<file path="src/rtl/serout_sequencer.sv">
// serout_sequencer: control sequencer for the POKEY serial-output path.
// Turns SEROUT writes into holding-register capture strobes, and baud ticks
// into load/shift strobes for one frame. Also keeps the "data needed",
// "output complete" and counter/shifter consistency status bits.
module serout_sequencer #(
    parameter int FRAME_BITS = 10,
    parameter int CNT_W      = 4
) (
    input  logic clk,
    input  logic reset,
    input  logic enp,
    input  logic serout_wr,
    input  logic bit_tick,
    input  logic shreg_empty,
    input  logic need_ack,
    output logic addr_dw,
    output logic load,
    output logic shift,
    output logic busy,
    output logic need_data,
    output logic seroc,
    output logic sync_err
);

    typedef enum logic [0:0] {
        ST_IDLE  = 1'b0,
        ST_SHIFT = 1'b1
    } state_t;

    // Counter value while the stop bit is on the line (last bit of the frame).
    localparam logic [CNT_W-1:0] LAST_CNT = CNT_W'(FRAME_BITS - 1);

    state_t           state_q,     state_d;
    logic [CNT_W-1:0] bit_cnt_q,   bit_cnt_d;
    logic             hold_full_q, hold_full_d;
    logic             need_q,      need_d;
    logic             seroc_q,     seroc_d;
    logic             sync_err_q,  sync_err_d;

    logic tick_s;
    logic wr_s;
    logic last_s;
    logic load_s;
    logic shift_s;
    logic finish_s;

    // The qualified tick and write events. Reset suppresses every strobe.
    assign tick_s = enp & bit_tick & ~reset;
    assign wr_s   = enp & serout_wr & ~reset;
    assign last_s = (bit_cnt_q == LAST_CNT);

    // State register: all sequencer state advances only on enabled phases.
    always_ff @(posedge clk) begin
        if (reset) begin
            state_q     <= ST_IDLE;
            bit_cnt_q   <= {CNT_W{1'b0}};
            hold_full_q <= 1'b0;
            need_q      <= 1'b0;
            seroc_q     <= 1'b0;
            sync_err_q  <= 1'b0;
        end else if (enp) begin
            state_q     <= state_d;
            bit_cnt_q   <= bit_cnt_d;
            hold_full_q <= hold_full_d;
            need_q      <= need_d;
            seroc_q     <= seroc_d;
            sync_err_q  <= sync_err_d;
        end else begin
            state_q     <= state_q;
            bit_cnt_q   <= bit_cnt_q;
            hold_full_q <= hold_full_q;
            need_q      <= need_q;
            seroc_q     <= seroc_q;
            sync_err_q  <= sync_err_q;
        end
    end

    // Output decode: the load/shift strobes. At the stop bit a waiting byte is
    // loaded in place of a shift, so back-to-back frames have no idle bit.
    always_comb begin
        load_s   = 1'b0;
        shift_s  = 1'b0;
        finish_s = 1'b0;
        case (state_q)
            ST_IDLE: begin
                if (tick_s && hold_full_q) begin
                    load_s = 1'b1;
                end else begin
                    load_s = 1'b0;
                end
            end
            ST_SHIFT: begin
                if (tick_s && last_s) begin
                    load_s   = hold_full_q;
                    finish_s = ~hold_full_q;
                end else if (tick_s) begin
                    shift_s  = 1'b1;
                end else begin
                    shift_s  = 1'b0;
                end
            end
            default: begin
                load_s   = 1'b0;
                shift_s  = 1'b0;
                finish_s = 1'b0;
            end
        endcase
    end

    // Next-state logic for the frame FSM and its bit counter.
    always_comb begin
        state_d   = state_q;
        bit_cnt_d = bit_cnt_q;
        if (load_s) begin
            state_d   = ST_SHIFT;
            bit_cnt_d = {CNT_W{1'b0}};
        end else if (finish_s) begin
            state_d   = ST_IDLE;
            bit_cnt_d = {CNT_W{1'b0}};
        end else if (shift_s) begin
            state_d   = ST_SHIFT;
            bit_cnt_d = bit_cnt_q + {{(CNT_W-1){1'b0}}, 1'b1};
        end else begin
            state_d   = state_q;
            bit_cnt_d = bit_cnt_q;
        end
    end

    // Status next-state: holding register, data-needed (set beats clear),
    // output-complete level and the sticky consistency error.
    always_comb begin
        hold_full_d = hold_full_q;
        need_d      = need_q;
        if (wr_s) begin
            hold_full_d = 1'b1;
        end else if (load_s) begin
            hold_full_d = 1'b0;
        end else begin
            hold_full_d = hold_full_q;
        end
        if (load_s && !wr_s) begin
            need_d = 1'b1;
        end else if (need_ack || wr_s) begin
            need_d = 1'b0;
        end else begin
            need_d = need_q;
        end
        seroc_d    = (state_d == ST_IDLE) & ~hold_full_d;
        sync_err_d = sync_err_q |
                     ((state_q == ST_SHIFT) & (bit_cnt_q < LAST_CNT) & shreg_empty);
    end

    assign addr_dw   = wr_s;
    assign load      = load_s;
    assign shift     = shift_s;
    assign busy      = (state_q == ST_SHIFT);
    assign need_data = need_q;
    assign seroc     = seroc_q;
    assign sync_err  = sync_err_q;

endmodule

</file>
<file path="config.mk">
export PLATFORM = sky130hd
export DESIGN_NAME = serout_sequencer
export DESIGN_NICKNAME = d
export VERILOG_FILES = /design/src/rtl/serout_sequencer.sv
export SDC_FILE = /design/constraint.sdc
export NUM_CORES = 1
export LEC_CHECK = 0
export CORE_AREA = 2 2 39 41
export DETAILED_ROUTE_END_ITERATION = 10
export DIE_AREA = 0 0 41 43
export PLACE_DENSITY = 0.66
export SETUP_SLACK_MARGIN = 0.05
export SLEW_MARGIN = 20
export SYNTH_ARGS = -nofsm -noshare
export SYNTH_HDL_FRONTEND = slang
export SYNTH_SLANG_ARGS = --single-unit
</file>
<file path="constraint.sdc">
create_clock -name clk -period 1.6 [get_ports clk]
set_input_delay 0.48 -clock clk [delete_from_list [all_inputs] [get_ports clk]]
set_output_delay 0.48 -clock clk [all_outputs]
set_load 0.05 [all_outputs]
</file>
; After elaboration in Yosys (flattened, before gate mapping)
; Index checks and enable logic that the tools add are counted.
[totals]
n_memories = 0
latchBits = 0
regBits = 9
out_inout_bits = 7
ramBits = 0
wordCells = 49
rom_bits = 0
[classes]
shift = 0
addsub = 1
multipliers = 0
n_reduce_logical = 9
n_eq_ne = 1
magnitude_cmp = 1
div_mod_pow = 0
mux = 18
bitwise_logic = 13
[ops]
columns = operator, count
row1 = $mux 1, 14
row2 = $mux 4, 3
row3 = $and 1x1->1, 7
row4 = $not 1->1, 5
row5 = $add 4x1->4 const B, 1
row6 = $eq 4x4->1 const B, 1
row7 = $lt 4x4->1 const B, 1
row8 = $reduce_and 2->1, 2
row9 = $logic_and 1x1->1, 3
row10 = $reduce_bool 3->1, 1
row11 = $pmux 1 s2, 1
row12 = $reduce_bool 2->1, 1
row13 = $logic_not 1->1, 1
row14 = $logic_or 1x1->1, 1
row15 = $or 1x1->1, 1

; Logic depth before layout (Yosys ltp)
[logic_depth]
ltp_word = 10
depth_mapped = 5
depth_no_buf = 5

; Worst setup path after synthesis
; No wires, ideal clock.
[synth_path]
kind = register to output
from = reg bit_cnt_q[0]
to = out load
t_arrival_ns = 1.516
t_required_ns = 1.120
path_slack_ns = -0.396
path_stages_with_launch = 4
path_cell_list = dfxtp_1 > ha_1 > nand3b_1 > a211oi_2
[synth_via]
elab_chain_len = 4
[synth_rtl]
columns = element, line
row1 = "start, declared", 34  ; logic [CNT_W-1:0] bit_cnt_q, bit_cnt_d;
row2 = "start signal, assigned", 56  ; bit_cnt_q <= {CNT_W{1'b0}};
row3 = "start signal, assigned", 63  ; bit_cnt_q <= bit_cnt_d;
row4 = "start signal, assigned", 70  ; bit_cnt_q <= bit_cnt_q;
row5 = $eq 4x4->1, 50  ; assign last_s = (bit_cnt_q == LAST_CNT);
row6 = $logic_and 1x1->1, 93  ; if (tick_s && last_s) begin
row7 = $mux 1, 93
row8 = $pmux 1 s2, 84  ; case (state_q)
row9 = "end, declared", 17  ; output logic load,
; No other way between the ends.

; Worst setup path after layout
[layout_path]
from = reg bit_cnt_q[1]
to = out load
; Same word-level chain as after synthesis.

==> metrics.txt <==
outcome complete, but fails checks; violated checks setup timing; RSZ-0062 raised after global routing yes; Post-synth EDFFs 0; synth unique cells 28; final worst slack -0.333 ns; CTS tree done; worst endpoint data arrival time 1.45 ns; vias per cell 5.12; CTS clock-pin slew for the worst setup and hold paths 0.06 ns; ANT nets after route 0; Fillers 109; Avg Cell Area, Syn 8.65 sq um; top post-synthesis cells by area dfxtp_1, ha_1, a21oi_1; worst-case clock buffer depth 2; routed wire length 1.44 mm; Slew headroom 78.1%; crit end category output pin; # DRC 0; Post-synth top flop dfxtp_1; Setup WS pre-CTS -0.459 ns; setup TNS -0.613 ns; Die ar. 1760 sq um; share of cells above drive strength 1 50.5%; clk root buf clkbuf_4; Power Density 553 nW/um^2; commonest non-fill, non-tap cell in the layout buf_4; Via Count 578; antenna diode count 0; H-tree depth 1; max_cap viols 0; Placed Instances 100; Placer Congestion 0.733; HPWL after DPL 964 microns; cell count after synthesis 59; vias in the first global route 544; worst-margin pin slew 0.327 ns; die width 41 microns; initial antenna violation count 0; Slew Limit Fails 0; Synth Cell Area 510 sq um; final hold viol count 0; reg-to-reg slack, setup 0.21 ns; sequential share of the synthesized area 35.3%; WS Path Type reg -> out; initial core utilization 36.9%; clk_lat worst skew 0.26 ns; fin crit share 121%; YS warnings 0; global-route wire length before repair 2.30 mm; Worst Hold Class reg -> reg; Fmax 517 MHz; clk_skew 0.00402 ns; Final Critical Period 1.93 ns; row cnt 14; Pleak 0.398 nW; crit start category register; worst-path maximum fanout 4; Layout area overhead 84.1%; syn nets 69; Synth area leader dfxtp_1; asr flop ratio synth 0%; top cell type's share of synthesized area 35.3%; Pre-Repair DR Iteration Count 4; largest net degree at the start of global routing 7; Final setup viols 2; Core ar. 1380 sq um; FF+latch count, synth 9; Total Routing Usage GR 19.5%; GR Overflow Total 0; Starting DRT DRC Count 13; DR WL/cell 12.7 microns; Num CTS Buffers 3; chip height 43 microns; non-filler cells, final 113; total power 0.000520 W; post-layout net count 108; most frequent cells in the layout buf_4, buf_12, dfxtp_1; CTS Hold Bufs 0; worst vdd ir 0.000444 V; Worst EP required 1.12 ns; Port Buf Inserts 13; num ports 14; Sink Count 9
==> metal layers <==
layer	track usage, %	share of wire, %	up-vias
met2	30.9	49	21
li1	-	-	290
met3	4.71	5.4	4
met1	23.9	44	263
met5	0	0	-
met4	8.00	1.5	0
==> power breakdown <==
part	internal, W	total, W	leakage, nW	switching [W]
clock network	0.0000964	0.000180	0.0150	0.0000833
logic	0.0000559	0.000104	0.309	0.0000478
registers	0.000229	0.000236	0.0744	0.00000681
==> sequential cells by signal, indices dropped and copies added, names as in the netlist <==
name         flops
seroc            1
bit_cnt_q        4
hold_full_q      1
sync_err         1
need_data        1
busy             1
==> layout make-up <==
cell class,instances,area (sq um),share of cell area [%]
Inverter,6,22.5,2.40
Multi-Input combinational cell,42,325,34.6
Tap cell,16,20.0,2.13
Sequential cell,9,184,19.6
Timing Repair Buffer,36,362,38.5
Clock buffer,4,26.3,2.80
==> metrics by stage <==
step           utilization, %  hold WS [ns]  cell area (sq um)
2_1_floorplan               -         0.481                544
3_3_place_gp             61.7         0.494                853
3_5_place_dp             61.7         0.501                853
4_1_cts                  67.4         0.510                932
5_1_grt                  67.9         0.535                940
6_report                 67.9         0.506                940
==> synth_stat cells, types with 2 or more instances <==
cell      instances
o211ai_1          2
dfxtp_1           9
inv_1             5
a31oi_1           2
a21oi_1           5
ha_1              3
nand2_1           2
and3_1            2
nor3_1            2
and3_2            2
nor2b_1           2
nor2_1            2
o21ai_0           2
nand2b_1          3
nand3_1           3
==> logic make-up after synthesis <==
kind of cell,count (synthesis),share of synthesized area (%)
and+or+nand+nor,22,26.5
DFF,9,35.3
adders and majority gates,3,7.35
buffers and inverters,8,7.60
AOI/OAI and AO/OA,16,21.3
muxes,1,1.96
==> worst paths after layout <==
kind	from	end	depth (start not counted)
setup / recovery	bit_cnt_q[1]	load	5
hold / removal	seroc	seroc	2
setup reg to reg	bit_cnt_q[1]	busy	7
hold reg to reg	seroc	seroc	2
==> critical path, cell delays in order (launching register included) <==
cell and delay, ns:
dfxtp_2 0.32, inv_2 0.06, ha_4 0.13, nand3b_1 0.18
a211oi_4 0.32, buf_12 0.17
==> repair_timing <==
item,4_1_cts,5_1_grt
endpoints found under the setup margin,3,2
resized for setup,13,0
buffers inserted,8,1
pin swaps,2,0
(Power assumes the default switching activity.)
